## src/rtl/snake_body_pkg.sv

```systemverilog
// Shared encodings for the snake movement engine and the game-state FSM.
package snake_body_pkg;

  // Game state as driven by the FSM.
  typedef enum logic [1:0] {
    GsRunning = 2'b00,
    GsDie     = 2'b01,
    GsInitial = 2'b10
  } game_state_e;

  // Heading encoding; opposite headings differ only in bit 1.
  typedef enum logic [1:0] {
    DirRight = 2'd0,
    DirUp    = 2'd1,
    DirLeft  = 2'd2,
    DirDown  = 2'd3
  } dir_e;

  function automatic dir_e dir_opposite(input dir_e d);
    return dir_e'(d ^ 2'b10);
  endfunction

endpackage

```

## src/rtl/snake_dir_ctrl.sv

```systemverilog
// Heading control: button priority, reverse rejection, pending and committed heading.
module snake_dir_ctrl
  import snake_body_pkg::*;
(
  input  logic clk,
  input  logic rst,
  input  logic init,
  input  logic run,
  input  logic up,
  input  logic down,
  input  logic left,
  input  logic right,
  input  logic commit,
  output dir_e next_dir
);

  dir_e next_dir_q, next_dir_d;
  dir_e cur_dir_q, cur_dir_d;
  dir_e req;
  logic req_valid;
  dir_e ref_dir;

  // Fixed-priority button decode: up > down > left > right.
  always_comb begin
    req       = DirRight;
    req_valid = 1'b1;
    if (up) begin
      req = DirUp;
    end else if (down) begin
      req = DirDown;
    end else if (left) begin
      req = DirLeft;
    end else if (right) begin
      req = DirRight;
    end else begin
      req_valid = 1'b0;
    end
  end

  // Accept a request unless it reverses the heading actually being moved along.
  always_comb begin
    next_dir_d = next_dir_q;
    cur_dir_d  = cur_dir_q;
    // On the commit cycle the pending heading becomes the moving heading at the same edge,
    // so a request arriving then must be judged against it.
    ref_dir    = commit ? next_dir_q : cur_dir_q;
    if (init) begin
      next_dir_d = DirRight;
      cur_dir_d  = DirRight;
    end else begin
      if (commit) begin
        cur_dir_d = next_dir_q;
      end
      if (run && req_valid && (req != dir_opposite(ref_dir))) begin
        next_dir_d = req;
      end
    end
  end

  // Heading registers.
  always_ff @(posedge clk) begin
    if (rst) begin
      next_dir_q <= DirRight;
      cur_dir_q  <= DirRight;
    end else begin
      next_dir_q <= next_dir_d;
      cur_dir_q  <= cur_dir_d;
    end
  end

  assign next_dir = next_dir_q;

endmodule

```

## src/rtl/snake_body.sv

```systemverilog
// Snake movement engine: segment storage, tick-paced stepping, collision flags, cell query.
module snake_body
  import snake_body_pkg::*;
#(
  parameter int unsigned GRID_W      = 40,
  parameter int unsigned GRID_H      = 30,
  parameter int unsigned MAX_LEN     = 16,
  parameter int unsigned INIT_LEN    = 3,
  parameter int unsigned TICK_CYCLES = 12_500_000,
  localparam int unsigned X_W        = $clog2(GRID_W),
  localparam int unsigned Y_W        = $clog2(GRID_H),
  localparam int unsigned L_W        = $clog2(MAX_LEN + 1)
) (
  input  logic           clk,
  input  logic           rst,
  input  logic [1:0]     game_state,
  input  logic           up,
  input  logic           down,
  input  logic           left,
  input  logic           right,
  input  logic           grow,
  input  logic [X_W-1:0] query_x,
  input  logic [Y_W-1:0] query_y,
  output logic           query_hit,
  output logic [X_W-1:0] head_x,
  output logic [Y_W-1:0] head_y,
  output logic [L_W-1:0] length,
  output logic           step,
  output logic           hit_boundary,
  output logic           hit_self
);

  localparam int unsigned TC_W = (TICK_CYCLES > 1) ? $clog2(TICK_CYCLES) : 1;
  localparam logic [TC_W-1:0] TickLast = TC_W'(TICK_CYCLES - 1);
  localparam logic [X_W-1:0]  XMax     = X_W'(GRID_W - 1);
  localparam logic [Y_W-1:0]  YMax     = Y_W'(GRID_H - 1);
  localparam logic [L_W-1:0]  LenInit  = L_W'(INIT_LEN);
  localparam logic [L_W-1:0]  LenMax   = L_W'(MAX_LEN);

  function automatic logic [X_W-1:0] init_x(input int unsigned i);
    return (i < INIT_LEN) ? X_W'(GRID_W / 2 - i) : '0;
  endfunction

  localparam logic [Y_W-1:0] InitY = Y_W'(GRID_H / 2);

  logic [X_W-1:0]  seg_x_q [MAX_LEN];
  logic [X_W-1:0]  seg_x_d [MAX_LEN];
  logic [Y_W-1:0]  seg_y_q [MAX_LEN];
  logic [Y_W-1:0]  seg_y_d [MAX_LEN];
  logic [L_W-1:0]  len_q, len_d;
  logic [TC_W-1:0] tick_q, tick_d;
  logic            grow_pend_q, grow_pend_d;
  logic            step_q, step_d;
  logic            hit_b_q, hit_b_d;
  logic            hit_s_q, hit_s_d;

  logic            is_init, is_run, move;
  dir_e            next_dir;
  logic [X_W-1:0]  cand_x;
  logic [Y_W-1:0]  cand_y;
  logic            at_edge;
  logic            body_hit;
  logic [L_W-1:0]  chk_len;

  assign is_init = (game_state == GsInitial);
  assign is_run  = (game_state == GsRunning);

  snake_dir_ctrl u_dir_ctrl (
    .clk      (clk),
    .rst      (rst),
    .init     (is_init),
    .run      (is_run),
    .up       (up),
    .down     (down),
    .left     (left),
    .right    (right),
    .commit   (move),
    .next_dir (next_dir)
  );

  // Candidate head cell for the pending heading, flagging a move off the grid.
  always_comb begin
    cand_x  = seg_x_q[0];
    cand_y  = seg_y_q[0];
    at_edge = 1'b0;
    unique case (next_dir)
      DirRight: if (seg_x_q[0] == XMax) at_edge = 1'b1; else cand_x = seg_x_q[0] + 1'b1;
      DirLeft:  if (seg_x_q[0] == '0)   at_edge = 1'b1; else cand_x = seg_x_q[0] - 1'b1;
      DirUp:    if (seg_y_q[0] == '0)   at_edge = 1'b1; else cand_y = seg_y_q[0] - 1'b1;
      DirDown:  if (seg_y_q[0] == YMax) at_edge = 1'b1; else cand_y = seg_y_q[0] + 1'b1;
      default:  at_edge = 1'b0;
    endcase
  end

  // Body collision: the tail cell is free to enter unless this step also grows the snake.
  always_comb begin
    body_hit = 1'b0;
    chk_len  = grow_pend_q ? len_q : len_q - 1'b1;
    for (int i = 0; i < MAX_LEN; i++) begin
      if ((L_W'(i) < chk_len) && (seg_x_q[i] == cand_x) && (seg_y_q[i] == cand_y)) begin
        body_hit = 1'b1;
      end
    end
  end

  // Renderer occupancy query over the active segments.
  always_comb begin
    query_hit = 1'b0;
    for (int i = 0; i < MAX_LEN; i++) begin
      if ((L_W'(i) < len_q) && (seg_x_q[i] == query_x) && (seg_y_q[i] == query_y)) begin
        query_hit = 1'b1;
      end
    end
  end

  // Next-state: initialise, pace the tick, evaluate and commit a step.
  always_comb begin
    seg_x_d     = seg_x_q;
    seg_y_d     = seg_y_q;
    len_d       = len_q;
    tick_d      = tick_q;
    grow_pend_d = grow_pend_q;
    step_d      = 1'b0;
    hit_b_d     = hit_b_q;
    hit_s_d     = hit_s_q;
    move        = 1'b0;
    if (is_init) begin
      for (int i = 0; i < MAX_LEN; i++) begin
        seg_x_d[i] = init_x(i);
        seg_y_d[i] = InitY;
      end
      len_d       = LenInit;
      tick_d      = '0;
      grow_pend_d = 1'b0;
      hit_b_d     = 1'b0;
      hit_s_d     = 1'b0;
    end else begin
      grow_pend_d = grow_pend_q | grow;
      if (is_run) begin
        if (tick_q == TickLast) begin
          tick_d = '0;
          if (at_edge) begin
            hit_b_d = 1'b1;
          end else if (body_hit) begin
            hit_s_d = 1'b1;
          end else begin
            move   = 1'b1;
            step_d = 1'b1;
            for (int i = 1; i < MAX_LEN; i++) begin
              seg_x_d[i] = seg_x_q[i-1];
              seg_y_d[i] = seg_y_q[i-1];
            end
            seg_x_d[0] = cand_x;
            seg_y_d[0] = cand_y;
            if (grow_pend_q) begin
              if (len_q != LenMax) len_d = len_q + 1'b1;
              // A grow arriving on this same edge belongs to the next step.
              grow_pend_d = grow;
            end
          end
        end else begin
          tick_d = tick_q + 1'b1;
        end
      end
    end
  end

  // State registers with synchronous reset to the initial snake.
  always_ff @(posedge clk) begin
    if (rst) begin
      for (int i = 0; i < MAX_LEN; i++) begin
        seg_x_q[i] <= init_x(i);
        seg_y_q[i] <= InitY;
      end
      len_q       <= LenInit;
      tick_q      <= '0;
      grow_pend_q <= 1'b0;
      step_q      <= 1'b0;
      hit_b_q     <= 1'b0;
      hit_s_q     <= 1'b0;
    end else begin
      seg_x_q     <= seg_x_d;
      seg_y_q     <= seg_y_d;
      len_q       <= len_d;
      tick_q      <= tick_d;
      grow_pend_q <= grow_pend_d;
      step_q      <= step_d;
      hit_b_q     <= hit_b_d;
      hit_s_q     <= hit_s_d;
    end
  end

  assign head_x       = seg_x_q[0];
  assign head_y       = seg_y_q[0];
  assign length       = len_q;
  assign step         = step_q;
  assign hit_boundary = hit_b_q;
  assign hit_self     = hit_s_q;

endmodule

```

## config.mk

```make
export PLATFORM = sky130hd
export DESIGN_NAME = snake_body
export DESIGN_NICKNAME = d
export VERILOG_FILES = /design/src/rtl/snake_body_pkg.sv /design/src/rtl/snake_dir_ctrl.sv /design/src/rtl/snake_body.sv
export SDC_FILE = /design/constraint.sdc
export NUM_CORES = 1
export LEC_CHECK = 0
export ABC_AREA = 1
export BUFFER_PORTS_ARGS = -buffer_cell sky130_fd_sc_hd__buf_2
export CORE_ASPECT_RATIO = 0.6
export CORE_UTILIZATION = 45
export CTS_CLUSTER_SIZE = 40
export DETAILED_ROUTE_END_ITERATION = 6
export GPL_TIMING_DRIVEN = 0
export MAX_ROUTING_LAYER = met4
export PLACE_DENSITY = 0.71
export RECOVER_POWER = 50
export SETUP_SLACK_MARGIN = 0.05
export SLEW_MARGIN = 20
export SYNTH_ARGS = -nofsm -noshare
export SYNTH_HDL_FRONTEND = slang
export SYNTH_SLANG_ARGS = --single-unit
```

## constraint.sdc

```tcl
create_clock -name clk -period 3.2 [get_ports clk]
set_clock_uncertainty 0.05 [all_clocks]
set_input_delay 0.64 -clock clk [delete_from_list [all_inputs] [get_ports clk]]
set_output_delay 0.64 -clock clk [all_outputs]
set_load 0.05 [all_outputs]
```

Word level (Yosys, flattened, before mapping)
Index checks and enable logic that the tools add are counted. Widths: inputs -> output; s select.

$add $sub $neg: 7. $lt $le $gt $ge: 32. Equal/unequal tests: 73. Multiplexer cells: 63. Bitwise logic cells: 4. Reductions and logical operators: 75.

Operators with widths (count): $eq 6x6->1 (32); $eq 5x5->1 (32); $lt 4x5->1 const A (16); $logic_and 1x1->1 (66); $mux 1 (50); $lt 3x5->1 const A (8); $add 24x1->24 const B (1); $eq 24x24->1 const B (1); $mux 24 (1); $lt 1x5->1 const A (4); $lt 2x5->1 const A (4); $mux 5 (3); $mux 6 (2); $pmux 6 s2 (1); $add 5x1->5 const B (2); $pmux 5 s2 (1); $sub 5x1->5 const B (2); $mux 2 (4); $reduce_and 4->1 (2); $add 6x1->6 const B (1); $eq 2x2->1 const B (3); $eq 6x6->1 const B (1); $logic_not 6->1 (1); $reduce_and 6->1 (1); 12 further kinds (15).

Register bits: 213. Word-level logic and storage cells: 294.

Logic depth before layout (Yosys ltp)
Word-level depth: 31. Mapped depth: 28. Depth with buffers taken out: 26.

Hierarchy
Synthesis repeated with hierarchy kept, for this count alone.

Cell total of the unflattened synthesis: 2182. Area, all modules: 14072.2 sq um.

By module, submodules not included: snake_body (times used 1, cells each 2140, area each 13819.5 sq um, sequential area each 4184.0 sq um); snake_dir_ctrl (times used 1, cells each 42, area each 252.7 sq um, sequential area each 80.1 sq um).

Least setup slack after synthesis
OpenSTA, ideal clock, no wires.

Path type: register -> register. Start point: register len_q[0] (netlist: length[0]). End point: register seg_x_q[77] in the netlist's numbering. Setup time: 0.120 ns. Data arrival time: 3.237 ns. Setup slack: -0.207 ns. Stages on the path, launching flop included: 22. Path buffers: 3. Clock period less this slack: 3.407 ns. Cells stage by stage: dfxtp_1 clkbuf_1 inv_1 ha_1 o21ai_1 inv_1 nor3_1 nand2_1 nand2_1 nor2_1 nand2_1 nor2_1 nand3b_1 nand2_1 inv_1 nand2_1 nor2_4 nand3_4 buf_6 clkbuf_1 o21ai_0 a21oi_1.

Longest elaborated chain between the ends: 23. Elaborated cells on any way between the ends: 68.

RTL lines: from (decl) (RTL line snake_body.sv:50) `logic [L_W-1:0] len_q, len_d;`; from (signal assigned) (RTL line snake_body.sv:175) `len_q <= LenInit;`; from (signal assigned) (RTL line snake_body.sv:184) `len_q <= len_d;`; $sub 5x1->5 (RTL line snake_body.sv:98) `chk_len = grow_pend_q ? len_q : len_q - 1'b1;`; $mux 5 (*) (RTL line snake_body.sv:98); $lt 1x5->1 (RTL line snake_body.sv:100) `if ((L_W'(i) < chk_len) && (seg_x_q[i] == cand_x) && (seg_y_q[i] == cand_y)) begin`; $logic_and 1x1->1 (2 in series) (RTL line snake_body.sv:100); $mux 1 (15 in series) (RTL line snake_body.sv:100); $mux 1 (*) (RTL line snake_body.sv:100); $not 1->1 (no source line) (*); $reduce_and 4->1 (no source line) (*); to (signal, indexed assignment) (RTL line snake_body.sv:172) `seg_x_q[i] <= init_x(i);`; to (signal assigned) (RTL line snake_body.sv:182) `seg_x_q <= seg_x_d;`; to (decl) (RTL line snake_body.sv:46) `logic [X_W-1:0] seg_x_q [MAX_LEN];`.

Mark *: on every way between the ends. The rest lies on a longest branch, timed or not. A chain may end at the register's enable or synchronous reset.

Worst setup path after layout
Start point: register seg_x_q[53] in the netlist's numbering. End point: output port query_hit.

Longest elaborated chain between the ends: 12.

RTL lines: $eq 6x6->1 (RTL line snake_body.sv:110) `if ((L_W'(i) < len_q) && (seg_x_q[i] == query_x) && (seg_y_q[i] == query_y)) begin`; $logic_and 1x1->1 (2 in series) (RTL line snake_body.sv:110); $mux 1 (9 in series) (RTL line snake_body.sv:110); to (decl) (RTL line snake_body.sv:24) `output logic query_hit,`.

No other way between the ends.

==> results by stage <==
Layout:
- The area overhead of the layout relative to synthesis is 31.4%.
- The cell area after layout is 18500 sq um.
- The layout cell share with drive strength beyond 1 is 22.2%.
- In the layout the commonest cells are nand2_1 (489), inv_1 (217), dfxtp_1 (203).
- Measured on the finished design, the core utilization comes to 61.0%.
- At the end of the flow, the number of nets in the layout was 2354.
- Leaving out fill and tap cells, the most frequent cell in the layout is nand2_1.

Timing:
- Hold timing on the final database bottoms out at a slack of 0.197 ns.
- The final critical delay including setup and external delays is 3.78 ns.
- For the final routed database, the setup TNS stands at -59.04 ns.
- Headroom to the max-slew limit came out at 25.1%.
- Setup repair after global routing could not meet its margin everywhere.
- Setup slack on the critical path of the routed design comes to -0.576 ns.
- The final setup violation count is 187.
- The number of max-slew violations in the final report was 0.
- The actual transition at the worst max-transition pin is 1.11 ns.
- The highest attainable clock frequency is 0.265 GHz.
- The count of final hold-check violations was 0.
- The final critical-path share of the clock period is 118%.

Global routing:
- The number of antenna violations at the first check in global routing is 2.
- The pin count of the biggest net entering global routing is 13.
- The via count of the first global-routing pass was 15700.
- The first global-routing pass estimated 109000 um of wire.
- In the global route stage, overall resource usage came out at 48.9%.
- The remaining global-route overflow is 0.

Synth:
- The share of the Yosys chip area taken by registers is 30.3%.
- The distinct cell type count of the synthesized netlist is 51.
- The flop and latch count out of synthesis is 213.
- The cell area that synthesis handed to floorplanning was 14100 sq um.
- The async set or reset register ratio after synthesis is 0%.
- By area the synthesized netlist is led by dfxtp_1 (30%), nand2_1 (14%), inv_1 (6.3%).
- Counting flops with a built-in enable in the synthesized netlist gives 0.
- After technology mapping, the gate count stands at 2159.
- The number of nets in the synthesized netlist is 2189.
- The largest area contributor in the netlist is dfxtp_1.
- The most used flip-flop cell after synthesis is dfxtp_1.
- In this run the biggest area consumer among cell types represents 30.3% of the synthesized area.
- The count of yosys warnings during synthesis is 0.
- In this run the mean area of a mapped cell was 6.52 sq um.

Hold path:
- The end point of the worst hold path is step.
- The startpoint of the worst hold path is rst.
- The hold path depth is 2.
- In this run the worst hold path is classified as in2reg.

Floorplan:
- The row count is 49.
- The total area inside the core boundary comes to 30300 sq um.
- The die area is 32000 sq um.
- For this configuration, the core starts out at a cell density of 46.4%.
- The total I/O pin count is 40.
- The die span in y is 139 um.
- The floorplan step set the die width to 230 um.

Clock network:
- Clock tree synthesis found a total of 213 sinks.
- The H-tree level count is 1.
- The number of buffers created by CTS is 24.
- The number of hold buffers added after CTS was 0.
- CTS placed an instance of clkbuf_16 at the clock tree root.
- The clock passes through at most 3 buffers.
- Clock-pin slew was measured on the worst setup and hold paths at 0.07 ns.
- TritonCTS built the clock tree.
- The insertion delay of the later-clocked pin in the worst-skew pair is 0.57 ns.

Placement:
- Port buffering added 28 buffers.
- Routability-driven placement finished with a final weighted congestion of 1.16.
- Summing all placed instances gives a cell area of 14700 sq um.
- The wire-length estimate of the detail-placed layout is 57300 um.

Power:
- The power per cell area is 370 nW/um^2.
- The sum of internal, switching and leakage power is 0.00685 W.
- For this design the static power due to leakage is 8.11 nW.
- The maximum vdd drop is 391 uV.

Setup path:
- The critical path startpoint category is a flip-flop.
- In this run the worst path has a maximum fanout of 4.
- The required time of the critical path is 2.51 ns.
- STA classifies the critical path endpoint as an output pin.
- The worst setup path is of the reg2out kind.
- For the worst setup path, the data arrival time is 3.09 ns.
- The setup slack of the worst register-to-register path is -0.47 ns.
- For the worst flop-to-flop path, the logic depth is 22.
- The worst register-to-register path ends at seg_y_q[28].
- In this run the critical register-to-register path is launched from head_y[4].

Drt:
- The total vias in the final route is 17700.
- The detailed router finished its first iteration with 3352 violations.
- The remaining number of nets flagged by the antenna check after routing is 0.
- Using the TritonRoute via totals, the vias-per-cell ratio works out to 6.44.
- After detailed routing, the total wire length is 79400 um.
- Dividing the detail-routed wire length by the instance count gives 28.9 um.
- After detailed routing, the number of remaining DRC violations is 0.
- The first-pass iteration count of the detailed router is 7.

Run status:
- The checks that failed: negative setup slack.
- The run finished, with violations left.

Run:
- The max-capacitance violation count is 0.
how the worst max path moves through the flow:
stage	startpoint	to
floorplan	query_x[5]	query_hit
global placement	length[0]	seg_y_q[49]
detailed placement	length[0]	seg_y_q[49]
CTS	length[0]	head_x[4]
global route	head_x[2]	length[4]
finish	seg_x_q[53]	query_hit
power breakdown:
part           leakage (nW)  internal (W)  switching (W)
Combinational          5.96      0.000319       0.000691
Clock                 0.427       0.00187        0.00132
Sequential             1.72       0.00265     0.00000982
Total                  8.11       0.00483        0.00202
final cells by class:
| type | count | area [sq um] |
|---|---|---|
| Fill cell | 2794 | 11800 |
| Multi-Input combinational cell | 1567 | 9190 |
| Sequential cell | 213 | 4290 |
| Buffer | 131 | 1380 |
| Timing Repair Buffer | 140 | 1260 |
| Inverter | 247 | 997 |
| Clock buffer | 37 | 761 |
| Tap cell | 408 | 510 |
| Clock inverter | 5 | 100 |
| Antenna cell | 4 | 10.0 |
state kept, by name, summed over array words and instances, names as in the netlist:
| name | flops |
|---|---|
| seg_x_q | 90 |
| head_y | 5 |
| seg_y_q | 75 |
| tick_q | 24 |
| u_dir_ctrl.next_dir | 2 |
| u_dir_ctrl.cur_dir_q | 2 |
| hit_boundary | 1 |
| head_x | 6 |
| hit_self | 1 |
| grow_pend_q | 1 |
| step | 1 |
| length | 5 |
logic make-up (layout without fill, tap and decap cells):
| family | after synthesis | in the layout | share of synthesized area, % |
|---|---|---|---|
| and+or+nand+nor | 1022 | 1022 | 31.9 |
| AOI/OAI and AO/OA | 410 | 410 | 17.5 |
| buffers and inverters | 379 | 560 | 11.7 |
| DFF | 213 | 213 | 30.3 |
| xor gates and xnor gates | 125 | 125 | 7.77 |
| adders and majority gates | 10 | 10 | 0.888 |
| other | 0 | 4 | 0 |
synthesized netlist by cell type (10+ instances only):
cell	number
nand2_1	539
inv_1	236
dfxtp_1	213
nor2_1	171
nand3_1	163
a21oi_1	128
o21ai_0	124
nand4_1	73
o211ai_1	69
xor2_1	66
clkbuf_1	60
xnor2_1	59
o22ai_1	39
buf_2	34
buf_4	19
nor4_1	17
nor3_1	15
buf_6	14
a221oi_1	10
ha_1	10
stage by stage:
step	setup slack, ns	std cells
floorplan	0.0556	2159
global placement	-1.85	2595
detailed placement	-1.78	2595
CTS	-0.260	2715
global route	-0.537	2750
finish	-0.576	2752
per-layer routing:
layer / global-route usage [%] / routed length [um]
met5: - / 0
met4: 21.5 / 4660
met3: 23.0 / 14300
met2: 60.8 / 28900
met1: 65.5 / 31500
worst max-delay path, cell delays in order, from the launching register on:
cell	delay, ns
dfxtp_1	0.58
inv_1	0.29
o22ai_1	0.27
nor4_1	0.10
nand3_1	0.37
o2111ai_2	0.19
nor2_2	0.26
nand4_1	0.22
buf_6	0.23
what timing repair did:
| action | CTS | global route |
|---|---|---|
| gates resized for setup | 368 | 246 |
| setup endpoints to repair | 189 | 190 |
| pin swaps | 54 | 46 |
| cloned | 4 | 2 |
| endpoints found under the hold margin | 0 | 0 |
| setup buffers | 75 | 31 |
No activity file was read; power rests on OpenSTA's default activity.
